==> config.mk <==
export PLATFORM = sky130hd
export DESIGN_NAME = add_share_ctrl
export DESIGN_NICKNAME = d
export VERILOG_FILES = /design/src/rtl/add_share_ctrl.sv
export SDC_FILE = /design/constraint.sdc
export NUM_CORES = 1
export LEC_CHECK = 0
export BUFFER_PORTS_ARGS = -buffer_cell sky130_fd_sc_hd__buf_2
export CAP_MARGIN = 10
export CORE_AREA = 2 2 153 155
export DETAILED_ROUTE_END_ITERATION = 7
export DIE_AREA = 0 0 155 157
export PLACE_DENSITY = 0.63
export RECOVER_POWER = 100
export REMOVE_ABC_BUFFERS = 1
export SLEW_MARGIN = 5
export SYNTH_ARGS = -nofsm -noshare
export SYNTH_HDL_FRONTEND = slang
export SYNTH_SLANG_ARGS = --single-unit
==> constraint.sdc <==
create_clock -name clk -period 3.6 [get_ports clk]
set_input_delay 0.54 -clock clk [delete_from_list [all_inputs] [get_ports clk]]
set_output_delay 0.54 -clock clk [all_outputs]
set_load 0.02 [all_outputs]
==> src/rtl/add_share_ctrl.sv <==
`default_nettype none
// ============================================================================
// Module   : add_share_ctrl
// Brief    : Round-robin sharing of one adder among NUM_REQ requesters with a
//            tagged valid/ready response channel.
// Options  : ADD_SHARE_OVF_EN adds rsp_ovf (signed overflow of the sum).
// Revision : 1.0 - initial release
// ============================================================================
module add_share_ctrl #(
    parameter int NUM_REQ = 4,
    parameter int WIDTH   = 32,
    parameter int ID_W    = 2
) (
    input  logic                     clk,
    input  logic                     rst,
    input  logic [NUM_REQ-1:0]       req_valid,
    input  logic [NUM_REQ*WIDTH-1:0] req_a,
    input  logic [NUM_REQ*WIDTH-1:0] req_b,
    output logic [NUM_REQ-1:0]       req_ready,
    output logic [WIDTH-1:0]         add_a,
    output logic [WIDTH-1:0]         add_b,
    input  logic [WIDTH-1:0]         add_result,
    output logic                     rsp_valid,
    output logic [WIDTH-1:0]         rsp_data,
    output logic [ID_W-1:0]          rsp_id,
    input  logic                     rsp_ready,
`ifdef ADD_SHARE_OVF_EN
    output logic                     rsp_ovf,
`endif
    output logic                     busy
);

    localparam logic [1:0]      c_ST_IDLE = 2'd0;
    localparam logic [1:0]      c_ST_EXEC = 2'd1;
    localparam logic [1:0]      c_ST_RESP = 2'd2;
    localparam logic [ID_W-1:0] c_PTR_RST = ID_W'(NUM_REQ - 1);

    logic [1:0]      r_state;
    logic [1:0]      w_state_nxt;
    logic [ID_W-1:0] r_rr_ptr;
    logic [ID_W-1:0] r_id;
    logic [ID_W-1:0] w_winner;
    logic            w_found;
    logic            w_grant;

    // Search starts just after the last winner so every requester gets a turn.
    always_comb begin
        logic [ID_W-1:0] v_idx;
        v_idx    = '0;
        w_found  = 1'b0;
        w_winner = '0;
        for (int k = 1; k <= NUM_REQ; k++) begin
            v_idx = ID_W'((int'(r_rr_ptr) + k) % NUM_REQ);
            if (!w_found && req_valid[v_idx]) begin
                w_found  = 1'b1;
                w_winner = v_idx;
            end
        end
    end

    always_ff @(posedge clk or posedge rst) begin
        if (rst) begin
            r_state <= c_ST_IDLE;
        end else begin
            r_state <= w_state_nxt;
        end
    end

    always_comb begin
        w_state_nxt = r_state;
        req_ready   = '0;
        w_grant     = 1'b0;
        case (r_state)
            c_ST_IDLE: begin
                if (w_found) begin
                    req_ready[w_winner] = 1'b1;
                    w_grant             = 1'b1;
                    w_state_nxt         = c_ST_EXEC;
                end
            end
            c_ST_EXEC: w_state_nxt = c_ST_RESP;
            c_ST_RESP: begin
                if (rsp_ready) begin
                    w_state_nxt = c_ST_IDLE;
                end
            end
            default: w_state_nxt = c_ST_IDLE;
        endcase
    end

    assign busy = (r_state != c_ST_IDLE);

    // Operands stay put between grants so the shared adder output is stable.
    always_ff @(posedge clk or posedge rst) begin
        if (rst) begin
            r_rr_ptr  <= c_PTR_RST;
            r_id      <= '0;
            add_a     <= '0;
            add_b     <= '0;
            rsp_valid <= 1'b0;
            rsp_data  <= '0;
            rsp_id    <= '0;
`ifdef ADD_SHARE_OVF_EN
            rsp_ovf   <= 1'b0;
`endif
        end else begin
            if (w_grant) begin
                add_a    <= req_a[w_winner*WIDTH +: WIDTH];
                add_b    <= req_b[w_winner*WIDTH +: WIDTH];
                r_id     <= w_winner;
                r_rr_ptr <= w_winner;
            end
            if (r_state == c_ST_EXEC) begin
                rsp_data  <= add_result;
                rsp_id    <= r_id;
                rsp_valid <= 1'b1;
`ifdef ADD_SHARE_OVF_EN
                rsp_ovf   <= (add_a[WIDTH-1] == add_b[WIDTH-1]) &&
                             (add_result[WIDTH-1] != add_a[WIDTH-1]);
`endif
            end else if ((r_state == c_ST_RESP) && rsp_ready) begin
                rsp_valid <= 1'b0;
            end
        end
    end

endmodule
`default_nettype wire

Yosys cells after proc, flatten, opt, wreduce, memory -nomap -nowiden
Index checks and enable logic that the tools add are counted.
{"block": "word_totals", "out_inout_bits": 104, "word_cells": 63, "reg_bits": 105, "input_bits": 295}
{"block": "classes", "n_addsub": 4, "n_eq_ne": 4, "reduce_logical": 12, "n_shift": 2, "mux": 27, "magnitude_cmp": 6}
{"op": "$shiftx A128 B8 Y32", "n": 2}
{"op": "$lt A2 B3 Y1 const B", "n": 5}
{"op": "$mux W1", "n": 13}
{"op": "$mux W2", "n": 6}
{"op": "$bmux W1 S2", "n": 4}
{"op": "$mux W4", "n": 2}
{"op": "$pmux W2 S3", "n": 1}
{"op": "$logic_and A1 B1 Y1", "n": 5}
{"op": "$add A2 B1 Y2 const B", "n": 2}
{"op": "$add A2 B2 Y2 const B", "n": 2}
{"op": "$ne A2 B2 Y1 const B", "n": 2}
{"op": "$reduce_bool A2 Y1", "n": 2}
{"op": "$logic_not A1 Y1", "n": 3}
{"op": "$demux W1 S2", "n": 1}
{"op": "$eq A2 B1 Y1 const B", "n": 1}
{"op": "$eq A2 B2 Y1 const B", "n": 1}
{"op": "$ge A2 B1 Y1 const B", "n": 1}
{"op": "$logic_not A2 Y1", "n": 1}
{"op": "$reduce_and A2 Y1", "n": 1}

Longest topological paths before layout
Gate-level depths: netlist of the first run.
{"block": "logic_depth", "ltp_word": 19, "ltp_mapped": 9, "ltp_nobuf": 6}

Least setup slack after synthesis of the first run
No wires, ideal clock.
{"block": "synth_path", "path_kind": "input to output", "start": "input port req_valid[0]", "end": "output port req_ready[3]", "cell_stages": 6, "required_time_ns": 3.060, "slack_ns": 0.858, "n_path_buf": 2, "t_arrival_ns": 2.202, "cell_sequence": "buf_2 -> or2_4 -> a22o_1 -> a221o_1 -> buf_2 -> nor3_1"}
{"block": "synth_via", "elab_chain_cells": 18, "word_cells_on_any_way": 29, "classes_between": "2 x order compare; 20 x mux; 7 x reduce/logical"}
{"element": "from (decl)", "line_no": "16", "source": "input logic [NUM_REQ-1:0] req_valid,"}
{"element": "$bmux W1 S2", "line_no": "54", "source": "if (!w_found && req_valid[v_idx]) begin"}
{"element": "$mux W1 (not written as such)", "line_no": "54"}
{"element": "$mux W1", "line_no": "54"}
{"element": "$logic_not A1 Y1", "line_no": "54"}
{"element": "$logic_and A1 B1 Y1", "line_no": "54"}
{"element": "$mux W1", "line_no": "54"}
{"element": "$logic_not A1 Y1", "line_no": "54"}
{"element": "$logic_and A1 B1 Y1", "line_no": "54"}
{"element": "(+2 left out)"}
{"element": "$logic_and A1 B1 Y1", "line_no": "54"}
{"element": "$mux W2", "line_no": "54"}
{"element": "$lt A2 B3 Y1 (not written as such) / $ge A2 B1 Y1 (equally long branches)", "line_no": "76", "source": "req_ready[w_winner] = 1'b1;"}
{"element": "$logic_and A1 B1 Y1 (not written as such)", "line_no": "76"}
{"element": "$mux W1 (not written as such)", "line_no": "76"}
{"element": "$demux W1 S2", "line_no": "76"}
{"element": "$mux W4 (*)", "line_no": "75", "source": "if (w_found) begin"}
{"element": "$mux W4 (*)", "line_no": "73", "source": "case (r_state)"}
{"element": "to (decl)", "line_no": "19", "source": "output logic [NUM_REQ-1:0] req_ready,"}
Mark *: on every way between the ends. The rest lies on a longest branch, timed or not. The select of a mux whose other input is x is not followed.

Worst setup path after layout of the first run
{"block": "layout_path", "start": "register r_rr_ptr[1]", "end": "output port req_ready[1]"}
{"block": "layout_via", "elab_chain_cells": 19, "word_cells_on_any_way": 33, "classes_between": "4 x add/sub; 2 x order compare; 20 x mux; 7 x reduce/logical"}
{"element": "from (decl)", "line_no": "40", "source": "logic [ID_W-1:0] r_rr_ptr;"}
{"element": "from (signal assigned)", "line_no": "96", "source": "r_rr_ptr <= c_PTR_RST;"}
{"element": "from (signal assigned)", "line_no": "111", "source": "r_rr_ptr <= w_winner;"}
{"element": "$add A2 B1 Y2", "line_no": "53", "source": "v_idx = ID_W'((int'(r_rr_ptr) + k) % NUM_REQ);"}
{"element": "$bmux W1 S2", "line_no": "54"}
{"element": "$mux W1 (not written as such)", "line_no": "54"}
{"element": "$mux W1", "line_no": "54"}
{"element": "$logic_not A1 Y1", "line_no": "54"}
{"element": "$logic_and A1 B1 Y1", "line_no": "54"}
{"element": "$mux W1", "line_no": "54"}
{"element": "$logic_not A1 Y1", "line_no": "54"}
{"element": "(+3 left out)"}
{"element": "$logic_and A1 B1 Y1", "line_no": "54"}
{"element": "$mux W2", "line_no": "54"}
{"element": "$lt A2 B3 Y1 (not written as such) / $ge A2 B1 Y1 (equally long branches)", "line_no": "76"}
{"element": "$logic_and A1 B1 Y1 (not written as such)", "line_no": "76"}
{"element": "$mux W1 (not written as such)", "line_no": "76"}
{"element": "$demux W1 S2", "line_no": "76"}
{"element": "$mux W4 (*)", "line_no": "75"}
{"element": "$mux W4 (*)", "line_no": "73"}
Marked as above.

==> results by group, run 1 <==
Worst setup path
  – WS Path Type: flop to output port
  – Startpoint Class: flop
  – Crit. End Element: output port
  – Worst-path cell chain: a21o_1 > a22o_1 > and2_1 > buf_2
  – CP top delay family: compound AO/OA/AOI/OAI gates
  – Max incr delay on CP: 800 ps
  – CP required: a little over 3000 ps
  – Worst-path cell with the longest stage delay: a22o_1
  – Reg2reg setup slack: between 600 and 700 ps
  – Critical path fanouts, max: 21
  – Buf/Inv on CP: 1
  – WP data arrival: 2550 ps

Detailed routing
  – Antenna-violating nets left: 0
  – 1st-pass router iterations: 5
  – # DRC: 0
  – First-iteration detailed-routing DRC count: just under 300
  – DR WL/cell: around 18 um
  – Via Count: just over 6000
  – Vias per cell: approximately 5
  – Routed WL: 22400 um

Floorplan
  – Core Region: 22500 um2
  – I/O pins: approximately 400
  – # rows: 55
  – Starting Density: 26.2%
  – Die height: about 160 um
  – Die W: ~160 um
  – Die area: 24300 um2

Synth
  – Post-synthesis cell area: a little under 6000 um2
  – Largest family of logic cells by synthesized area: compound AO/OA/AOI/OAI gates
  – #FFs+latches synth: between 100 and 150
  – Synth area leaders: dfrtp_1, mux2i_1, a221oi_1
  – Unique masters post-synth: approximately 40
  – Share of Yosys cell area claimed by the top area cell type: between 40% and 50%
  – Post-synthesis xor/xnor area fraction: 0%
  – Synth area leader: dfrtp_1
  – Adder-cell area share of the yosys netlist: 0%
  – Top cells by count, synth: dfrtp_1, nor2_1, mux2i_1, o22ai_1, o21ai_0
  – Async SR Flop Fraction: 100%
  – Synth Area in Compound Gates: 26.7%
  – Number of synthesized flops with an enable pin: 0
  – Register area share after synthesis: 44.5%
  – Main synth FF type: dfrtp_1
  – Syn. warnings: 0
  – Cell with the most instances after synthesis: dfrtp_1
  – Simple-gate share of the synthesized area: about 6.2%
  – Post-synthesis mux area share: 17.3%
  – Avg Inst Size Synth: around 10 um2
  – Cells after synthesis: 584

Clocking
  – PostCTS Resize Cnt: 0
  – CTS tree: yes
  – Clock Latency Late Sink: around 360 ps
  – Root buf cell: clkbuf_16
  – Hold buffer count at CTS: 0
  – H-tree levels: 3
  – CTS buffer count: 9
  – CTS Sinks: 105
  – CTS Buffer Depth: 2
  – Post-CTS setup buffer count: 0
  – Worst-path clk slew: 80 ps

STA
  – Min cycle time layout: a little over 3000 ps
  – Unrepaired setup endpoints after global routing: false
  – Final setup violation count: 0
  – Period utilisation layout: a little under nine tenths
  – Slew headroom: -51.3%
  – Fmax: 323 MHz
  – Clock Skew: between 10 and 15 ps
  – Fin. max-slew vios: 47
  – Worst Tran Pin Value: 2260 ps
  – Final hold vios: 0

Finish
  – Post-Layout Inst Area: 8270 um2
  – Diode count: 0
  – Fill cells: ~2300
  – Area delta synth->final: 40.1%
  – Final net count: 1248
  – Share of post-route cells with drive strength above 1: 38.5%
  – Register Area: approximately 2600 um2
  – Multi-input logic area: ~3000 um2

Placement
  – GP Congestion: roughly 0.85
  – Dpl hpwl: 16800 um
  – PortBufs: between 300 and 400
  – Dpl cell area: between 8000 and 9000 um2

Flow run
  – Max Cap Viol: 1

Global route
  – Antenna violations before repair: 2
  – Overall global routing resource usage: about 17%
  – Largest net degree at the start of global routing: 60
  – First-pass GRT wire length: 32500 um
  – Grt ovf: 0
  – Vias in the first global route: slightly below 6000

Power
  – Sw frac: roughly half
  – P_int: ~3.8 mW
  – Clock power share: between 10 and 15%
  – PD cells: 903 nW/um2
  – Worst vdd ir: just over 0.0003 V
  – NetSw: ~3.6 mW
  – Tot Pwr: about 7.5 mW
  – Comb pwr share: between 50% and 60%
  – Seq pwr share: between 20 and 30%
  – Leakage: between 3 and 4 nW

Outcome
  – Run status: finished with violations
  – Failing checks: capacitance limit, slew limit

Min path
  – Hold Path Class: primary input to flop
-- per-layer routing --
layer	wire length, um	global-route usage (%)	up-vias
met5	27	0	-
met1	9420	21.8	2929
met4	314	4.67	4
met2	11200	29.6	276
met3	1490	4.02	20
li1	-	-	2980
-- power groups by stage --
stage | sequential (mW) | clock [mW] | combinational [mW]
after floorplan | 2.85 | 0 | 2.30
after global placement | 2.19 | 0 | 4.39
final | 2.22 | 1.03 | 4.23
after detailed placement | 2.22 | 0 | 4.46
after global routing | 2.29 | 1.12 | 4.62
after CTS | 2.20 | 1.06 | 4.46
-- flip-flops by register name, indices dropped and copies added, names as in the netlist --
register / flops
add_a: 32
r_state: 2
r_rr_ptr: 2
rsp_id: 2
rsp_valid: 1
add_b: 32
rsp_data: 32
r_id: 2
-- cell type report --
type	count	share of cell area, %
flip-flops and latches	105	31.8
clock inverters	6	0.711
repair buffers	414	24.0
clock buffers	10	2.89
inverters	8	0.408
well taps	285	4.31
multi-input cells	415	35.9
-- stage by stage --
step           util, %  cells  setup TNS [ps]  hold slack (ps)  setup WS, ps
2_1_floorplan        -    528         -356050              444         -5930
3_3_place_gp      36.2   1227               0              483           791
3_5_place_dp      36.2   1227               0              482           776
4_1_cts           37.5   1243               0              283           751
5_1_grt           36.8   1243               0              389           327
6_report          36.8   1243               0              410           505
-- kinds of logic after synthesis --
kind of cell           after synthesis
muxes                               98
AOI/OAI and AO/OA                  229
DFF                                105
and+or+nand+nor                     88
buffers and inverters               64
-- cells in the final DEF, fill, tap and decap left out, types with 2 or more instances in the layout --
cell	n
a221oi_1	49
clkbuf_1	104
inv_8	3
a21o_1	2
dfrtp_1	103
nor2b_1	3
o22ai_1	64
and2_1	2
o211a_1	16
a211oi_1	16
a22o_1	2
nor2_1	69
nand2_1	6
o21ai_0	61
clkbuf_2	4
o21ai_1	7
buf_2	295
inv_1	6
a21oi_1	5
buf_4	10
clkbuf_16	9
mux2i_1	64
mux2_2	34
-- path summary, 6_finish.rpt --
path / start / endpoint / cells past startpoint
max: r_rr_ptr[1] / req_ready[1] / 4
min in group asynchronous: rst / rsp_data[19] / 2
max in group asynchronous: rst / add_b[12] / 3
min: add_result[31] / rsp_data[31] / 2
min reg2reg: r_id[1] / r_id[1] / 2
max reg2reg: r_rr_ptr[1] / add_b[24] / 7
Power figures use the tool's default switching activity.
==> run 2, diff against run 1 <==
PLACE_DENSITY = unset   (was 0.63)
REMOVE_ABC_BUFFERS = unset   (was 1)
==> run 2 against run 1 <==
Against the previous run: the flow still finishes with violations (capacitance limit, slew limit); flip-flop and latch count unchanged; non-clock buffer count rose by 1; clock power is 6% lower; first-iteration DRC count is 0.34% higher; worst setup slack lost 52 ps; register-to-register slack worse by 110 ps; sequential power hardly changed; wire length increased by 5.6%; worst hold slack gained 7.5 ps; die area unchanged; core utilization barely moved; design area about the same; critical endpoint is now req_ready[0].
==> results by group, run 2 (synthesis gave the netlist of run 1 again) <==
STA
  – Worst Tran Pin Value: between 2000 and 3000 ps
  – Period utilisation layout: 87.4%
  – Final setup violation count: 0
  – Setup TNS: 0 ps
  – Worst Hold Margin: 418 ps
  – Fin. max-slew vios: slightly above 100
  – Unrepaired setup endpoints after global routing: false
  – Final hold vios: 0
  – Min cycle time layout: ~3100 ps
  – Clock Skew: 10.1 ps
  – Fmax: approximately 320 MHz
  – Slew headroom: -80.4%

Floorplan
  – Die area: around 24000 um2
  – Starting Density: approximately a quarter
  – I/O pins: approximately 400
  – Core Region: between 20000 and 25000 um2
  – Die W: around 160 um
  – # rows: 55
  – Die height: 157 um

Detailed routing
  – Routed WL: 23700 um
  – Antenna-violating nets left: 0
  – Vias per cell: between 5 and 6
  – # DRC: 0
  – DR WL/cell: 19.1 um
  – 1st-pass router iterations: 5
  – First-iteration detailed-routing DRC count: 293
  – Via Count: between 6000 and 7000

Worst setup path
  – Critical path fanouts, max: 22
  – CP required: roughly 3000 ps
  – WS Path Type: primary input to output port
  – Crit. End Element: output port
  – WP data arrival: between 2000 and 3000 ps
  – Startpoint Class: primary input

Placement
  – Dpl hpwl: ~18000 um
  – Dpl cell area: ~8000 um2
  – GP Congestion: roughly 0.8
  – PortBufs: between 300 and 400

Clocking
  – Post-CTS setup buffer count: 0
  – Root buf cell: clkbuf_16
  – Worst-path clk slew: approximately 80 ps
  – CTS Sinks: 105
  – H-tree levels: 3
  – CTS buffer count: 9
  – CTS Buffer Depth: 2
  – Clock Latency Late Sink: 350 ps
  – PostCTS Resize Cnt: 0
  – Hold buffer count at CTS: 0
  – CTS tree: yes

Finish
  – Final net count: between 1000 and 1500
  – Biggest regs: add_a: 32 flops, add_b: 32 flops, rsp_data: 32 flops
  – Area delta synth->final: 40.1%
  – Share of post-route cells with drive strength above 1: 38.7%
  – Most frequent cells in the layout: buf_2, dfrtp_1, clkbuf_1, nor2_1
  – Utilization after layout: a little under two fifths
  – Post-Layout Inst Area: 8270 um2
  – Commonest non-fill, non-tap cell in the layout: buf_2

Global route
  – Overall global routing resource usage: between 10% and 20%
  – Grt ovf: 0
  – Largest net degree at the start of global routing: about 110
  – Antenna violations before repair: 2
  – Vias in the first global route: 6067
  – First-pass GRT wire length: 34600 um

Synth
  – Syn_nets: 879

Power
  – PD cells: around 900 nW/um2
  – Worst vdd ir: ~0.00041 V
  – Leakage: between 3 and 4 nW

Outcome
  – Run status: finished with violations
  – Failing checks: capacitance limit, slew limit

Min path
  – Hold Path Class: primary input to flop

Flow run
  – Max Cap Viol: 2
[run 2: stage by stage]
step / total power [mW] / std cells / setup WS [ps]
after floorplan: 5.23 / 584 / 303
after global placement: 6.63 / 1228 / 786
after detailed placement: 6.71 / 1228 / 776
after CTS: 7.72 / 1243 / 582
after global routing: 8.05 / 1244 / 231
final: 7.46 / 1244 / 453
[run 2: metal layers]
metal  global-route usage, %  up-vias  part of all wire, %
met5                       0        -                0.055
met4                    4.72        2                  1.6
met3                    4.13       24                  7.1
met2                    32.8      315                   50
met1                    23.0     2933                   42
li1                        -     2993                    -
[run 2: report_power, final]
| group | total [mW] | leakage (nW) | switching (mW) | internal (mW) |
|---|---|---|---|---|
| logic | 4.27 | 2.63 | 2.70 | 1.57 |
| registers | 2.22 | 1.17 | 0.425 | 1.80 |
| clock network | 0.968 | 0.130 | 0.491 | 0.477 |
| total | 7.46 | 3.94 | 3.62 | 3.85 |
[run 2: path summary, 6_finish.rpt]
check,start,endpoint,slack [ps],cells after the start
worst max-delay path,req_valid[3],req_ready[0],450,6
worst min-delay path,add_result[5],rsp_data[5],420,2
worst max register to register,r_rr_ptr[1],add_a[27],510,7
worst min register to register,r_id[1],r_id[1],480,2
max in group asynchronous,rst,add_b[19],900,2
min in group asynchronous,rst,rsp_data[15],1130,2
[run 2: worst max-delay path: stages]
cell and delay (ps):
buf_2 350, nor2_1 200, o211ai_1 190, nand3_1 680, and2_1 470, buf_2 160
[run 2: cell type report]
| class | instances | area (um2) |
|---|---|---|
| repair buffers | 415 | 1990 |
| diodes | 1 | 2.50 |
| multi-input cells | 415 | 2990 |
| clock inverters | 6 | 52.6 |
| inverters | 8 | 32.5 |
| well taps | 285 | 357 |
| clock buffers | 9 | 225 |
| flip-flops and latches | 105 | 2630 |
| fillers | 2352 | 14200 |
